<file path="src/rtl/seq_mult8.sv">
// Sequential unsigned 8x8 -> 16-bit shift-and-add multiplier built around a single adder8.
// Operands arrive on a valid/ready handshake; the product leaves on a valid/ready handshake 8 RUN cycles later.

module adder8 (
  input  logic [7:0] a,
  input  logic [7:0] b,
  input  logic       carry_in,
  output logic [7:0] sum,
  output logic       carry_out
);
  assign {carry_out, sum} = {1'b0, a} + {1'b0, b} + {8'd0, carry_in};
endmodule

// state | meaning
// IDLE  | waiting for operands, in_ready high
// RUN   | 8 shift-and-add iterations, one multiplier bit per cycle
// DONE  | product presented, held until out_ready
module seq_mult8 (
  input  logic        clk,
  input  logic        rst,
  input  logic        in_valid,
  output logic        in_ready,
  input  logic [7:0]  a,
  input  logic [7:0]  b,
  output logic        out_valid,
  input  logic        out_ready,
  output logic [15:0] product
);

  typedef enum logic [1:0] {S_IDLE, S_RUN, S_DONE} state_t;

  state_t      state_q, state_d;
  logic [7:0]  mcand_q, mcand_d;
  logic [7:0]  acc_hi_q, acc_hi_d;
  logic [7:0]  acc_lo_q, acc_lo_d;
  logic [2:0]  cnt_q, cnt_d;
  logic [15:0] product_q, product_d;

  logic [7:0]  add_b;
  logic [7:0]  add_s;
  logic        add_c;

  assign add_b = acc_lo_q[0] ? mcand_q : 8'd0;

  adder8 u_add (
    .a         (acc_hi_q),
    .b         (add_b),
    .carry_in  (1'b0),
    .sum       (add_s),
    .carry_out (add_c)
  );

  always_ff @(posedge clk or posedge rst) begin
    if (rst) begin
      state_q   <= S_IDLE;
      mcand_q   <= 8'd0;
      acc_hi_q  <= 8'd0;
      acc_lo_q  <= 8'd0;
      cnt_q     <= 3'd0;
      product_q <= 16'd0;
    end else begin
      state_q   <= state_d;
      mcand_q   <= mcand_d;
      acc_hi_q  <= acc_hi_d;
      acc_lo_q  <= acc_lo_d;
      cnt_q     <= cnt_d;
      product_q <= product_d;
    end
  end

  always_comb begin
    state_d = state_q;
    case (state_q)
      S_IDLE:  if (in_valid)        state_d = S_RUN;
      S_RUN:   if (cnt_q == 3'd7)   state_d = S_DONE;
      S_DONE:  if (out_ready)       state_d = S_IDLE;
      default:                      state_d = S_IDLE;
    endcase
  end

  always_comb begin
    mcand_d   = mcand_q;
    acc_hi_d  = acc_hi_q;
    acc_lo_d  = acc_lo_q;
    cnt_d     = cnt_q;
    product_d = product_q;
    case (state_q)
      S_IDLE: begin
        if (in_valid) begin
          mcand_d  = a;
          acc_hi_d = 8'd0;
          acc_lo_d = b;
          cnt_d    = 3'd0;
        end
      end
      S_RUN: begin
        // carry-out becomes the new accumulator MSB, so the 16-bit result never overflows
        {acc_hi_d, acc_lo_d} = {add_c, add_s, acc_lo_q[7:1]};
        cnt_d = cnt_q + 3'd1;
        // separate product register keeps the result stable through DONE and after returning to IDLE
        if (cnt_q == 3'd7) product_d = {add_c, add_s, acc_lo_q[7:1]};
      end
      default: ;
    endcase
  end

  always_comb begin
    in_ready  = (state_q == S_IDLE);
    out_valid = (state_q == S_DONE);
    product   = product_q;
  end

endmodule

</file>
<file path="config.mk">
export PLATFORM = sky130hd
export DESIGN_NAME = seq_mult8
export DESIGN_NICKNAME = d
export VERILOG_FILES = /design/src/rtl/seq_mult8.sv
export SDC_FILE = /design/constraint.sdc
export NUM_CORES = 1
export LEC_CHECK = 0
export BUFFER_PORTS_ARGS = -buffer_cell sky130_fd_sc_hd__buf_4
export CORE_ASPECT_RATIO = 1.75
export CORE_MARGIN = 8
export CORE_UTILIZATION = 60
export CTS_CLUSTER_DIAMETER = 100
export DETAILED_ROUTE_END_ITERATION = 8
export PLACE_DENSITY = 0.87
export SKIP_CTS_REPAIR_TIMING = 1
export SLEW_MARGIN = 20
export SYNTH_ARGS = -nofsm -noshare
export SYNTH_HDL_FRONTEND = slang
export SYNTH_HIERARCHICAL = 1
export SYNTH_SLANG_ARGS = --single-unit
</file>
<file path="constraint.sdc">
create_clock -name clk -period 7.1 [get_ports clk]
set_clock_uncertainty 0.05 [all_clocks]
set_input_delay 0 -clock clk [delete_from_list [all_inputs] [get_ports clk]]
set_output_delay 0 -clock clk [all_outputs]
set_load 0.01 [all_outputs]
</file>
==> summary.md <==
| Metric | Value |
|---|---|
| First-pass GRT wire length | `8400 µm` |
| Startpoint types | `register` |
| Async SR Flop Fraction | `1.00` |
| CP top delay family | `adder cells` |
| Drt pass-1 iters | `6` |
| WHS | `-25.6 ps` |
| Residual overflow from global routing | `0` |
| Slowest stage delay, CP | `460 ps` |
| CP Class | `register to register` |
| DR vias | `1614` |
| CP Capture Type | `register` |
| 1st-iter DRT viols | `40` |
| Hold Path Class | `primary input to register` |
| EDFF count, synth | `0` |
| IO Count | `38` |
| Internal | `888 µW` |
| Power share of the sequential group | `0.342` |
| Post-route insts no fill | `275` |
| Largest net degree at the start of global routing | `46` |
| Maxcap violations | `0` |
| Main combinational cell family by area after synthesis | `multiplexers` |
| Top FF cell, synth | `dfrtp_1` |
| DRC viols | `0` |
| Gpl congestion | `0.902` |
| Synth-to-Final Area Change | `21.6%` |
| Commonest non-fill, non-tap cell in the layout | `dfrtp_1` |
| Period utilisation layout | `0.347` |
| Cell area power density | `513 mW/mm²` |
| Slew @ Worst Pin | `851 ps` |
| Vias/cell | `5.87` |
| Initial antenna violation count | `0` |
| Row Count | `29` |
| Xor/xnor share of the synthesized area | `0.0153` |
| Placed Cells incl. Taps | `258` |
| Hold Path Origin | `b[6]` |
| Clk pwr share | `0.131` |
| Clock slew at reported path FFs | `80 ps` |
| Comb power frac | `0.526` |
| Final core occ | `0.766` |
| Worst R2R Path Depth | `7` |
| Core footprint | `0.00363 mm²` |
| Port Buffers | `37` |
| Fraction of layout cells with a size suffix above 1 | `0.328` |
| Clock root cell | `clkbuf_8` |
| Synth unique cells | `43` |
| Post-Synth Simple-Gate Area | `0.115` |
| Mux share of post-synthesis cell area | `0.142` |
| Vias in the first global route | `1797` |
| Pins Over Slew Limit | `0` |
| Failing checks | `negative hold slack` |
| DRT antenna net count | `0` |
| Crit-path slowest cell | `dfrtp_1` |
| Fmax | `406 MHz` |
| HPWL Detailed | `3750 µm` |
| Hold depth | `3` |
| Synth warn | `6` |
| CP required | `7230 ps` |
| Worst path arrival time | `2600 ps` |
| Initial Utilization | `0.629` |
| CTS tree | `done` |
| Full die area | `0.00611 mm²` |
| Avg WL per Cell | `18.7 µm` |
| Post-Syn Area | `0.00228 mm²` |
| Final Hold Vio Count | `3` |
| Status | `finished, violations left` |
| Mapped Cells | `182` |
| H-tree depth | `2` |
| Post-route setup TNS | `0 ps` |
| Die H | `97.6 µm` |
| CTS max path bufs | `2` |
| Reg2Reg Launch Point | `acc_lo_q[0]` |
| Crit path top cell by count | `fa_1` |
| Gr usage total | `0.172` |
| Worst skew pair latency | `300 ps` |
| Pleak | `0.00132 µW` |
| Flop and latch count out of synthesis | `45` |
| Post-synthesis adder-cell area fraction | `0.0668` |
| Syn_area_per_cell | `12.5 µm²` |
| Final WL | `5140 µm` |
| CTS buffer count | `5` |
| Final nets | `260` |
| Critical Path Fanout Max | `10` |
| Slew Limit Headroom | `0.432` |
| Fin crit period | `2460 ps` |
| Post-Syn Nets | `213` |
| Levels on crit path | `7` |
| Critical path buffer and inverter count | `0` |
| CP Launch Point | `acc_lo_q[0]` |
| P_sw | `538 µW` |
| Die Width | `62.6 µm` |
| Register area share after synthesis | `0.493` |
| Setup Viol. Count Final | `0` |
| VDD IR-drop max | `0.000318 V` |
| Switching share of total power | `0.377` |
| Sink Count | `45` |
| RSZ-0062 raised after global routing | `no` |
| Commonest cells after routing, fill and taps aside | `dfrtp_1 (45), buf_4 (38), mux2_2 (15)` |
| Worst-path cell chain | `and2_1, fa_1, fa_1, a21oi_1, o21a_1, o21ai_0, mux2_2` |
| Fillers | `240` |
| Antenna Cells | `0` |
| Synth Area in Compound Gates | `0.127` |
==> path summary, 6_finish.rpt <==
check | to | slack (ps)
max in group asynchronous | cnt_q[0] | 6250
min | acc_lo_q[6] | -30
max | product[15] | 4640
min reg2reg | cnt_q[1] | 460
min in group asynchronous | product[7] | 370
max reg2reg | product[15] | 4640
==> Yosys cell counts (3+ instances only) <==
master | count | share of area
buf_2 | 6 | 0.013
a21oi_1 | 9 | 0.020
nand2_1 | 3 | 0.0049
and2_1 | 8 | 0.022
nor2_1 | 4 | 0.0066
nor2b_1 | 4 | 0.011
a221oi_1 | 3 | 0.012
mux2_4 | 9 | 0.059
inv_1 | 9 | 0.015
nor3b_1 | 7 | 0.023
mux2_2 | 15 | 0.074
dfrtp_1 | 45 | 0.49
o22a_1 | 4 | 0.015
ha_1 | 9 | 0.049
a22o_1 | 10 | 0.038
==> sequential cells by signal (all words and copies together) (netlist names) <==
| signal | count |
|---|---|
| acc_hi_q | 8 |
| mcand_q | 8 |
| cnt_q | 3 |
| acc_lo_q | 8 |
| state_q | 2 |
| product | 16 |
==> cells by family (layout without fill, tap and decap cells) <==
group / count (synthesis) / in the layout
AO/OA/AOI/OAI: 38 / 38
XOR/XNOR: 4 / 4
adder cells (fa/ha/maj): 11 / 11
buffers and inverters: 18 / 65
flip-flops: 45 / 45
multiplexers: 26 / 26
other: 1 / 1
AND/OR/NAND/NOR: 39 / 39
==> worst register-to-register path: stages, from the launching register on <==
cell     delay, ps
dfrtp_1        460
and2_1         220
fa_1           430
fa_1           410
a21oi_1        210
o21a_1         170
o21ai_0        130
mux2_2         280
==> final cells by class <==
class / count / area (µm²) / share of cell area
multi-input cells: 119 / 1070 / 0.384
well taps: 46 / 57.6 / 0.0207
flip-flops and latches: 45 / 1130 / 0.405
clock inverters: 2 / 35.0 / 0.0126
inverters: 10 / 37.5 / 0.0135
clock buffers: 5 / 68.8 / 0.0248
repair buffers: 48 / 385 / 0.139
==> power by group through the flow <==
stage / registers [µW] / logic (µW) / clock network, µW
3_3_place_gp: 481 / 694 / 0
4_1_cts: 488 / 748 / 189
6_report: 488 / 750 / 187
5_1_grt: 504 / 821 / 197
2_1_floorplan: 477 / 538 / 0
3_5_place_dp: 493 / 741 / 0
==> routing by layer <==
metal / global-route usage / wire length (µm) / part of all wire / up-vias
li1: - / - / - / 747
met1: 0.163 / 1880 / 0.37 / 803
met2: 0.309 / 2780 / 0.54 / 45
met3: 0.0473 / 244 / 0.047 / 19
met4: 0.117 / 228 / 0.044 / 0
met5: 0 / 0 / 0 / -
==> stage by stage <==
step           setup slack [ps]  instance area [µm²]  total power (µW)
2_1_floorplan              4830                 2280              1010
3_3_place_gp               4720                 2570              1180
3_5_place_dp               4650                 2570              1230
4_1_cts                    4640                 2680              1420
5_1_grt                    4540                 2780              1520
6_report                   4640                 2780              1430
(Power assumes the default switching activity.)
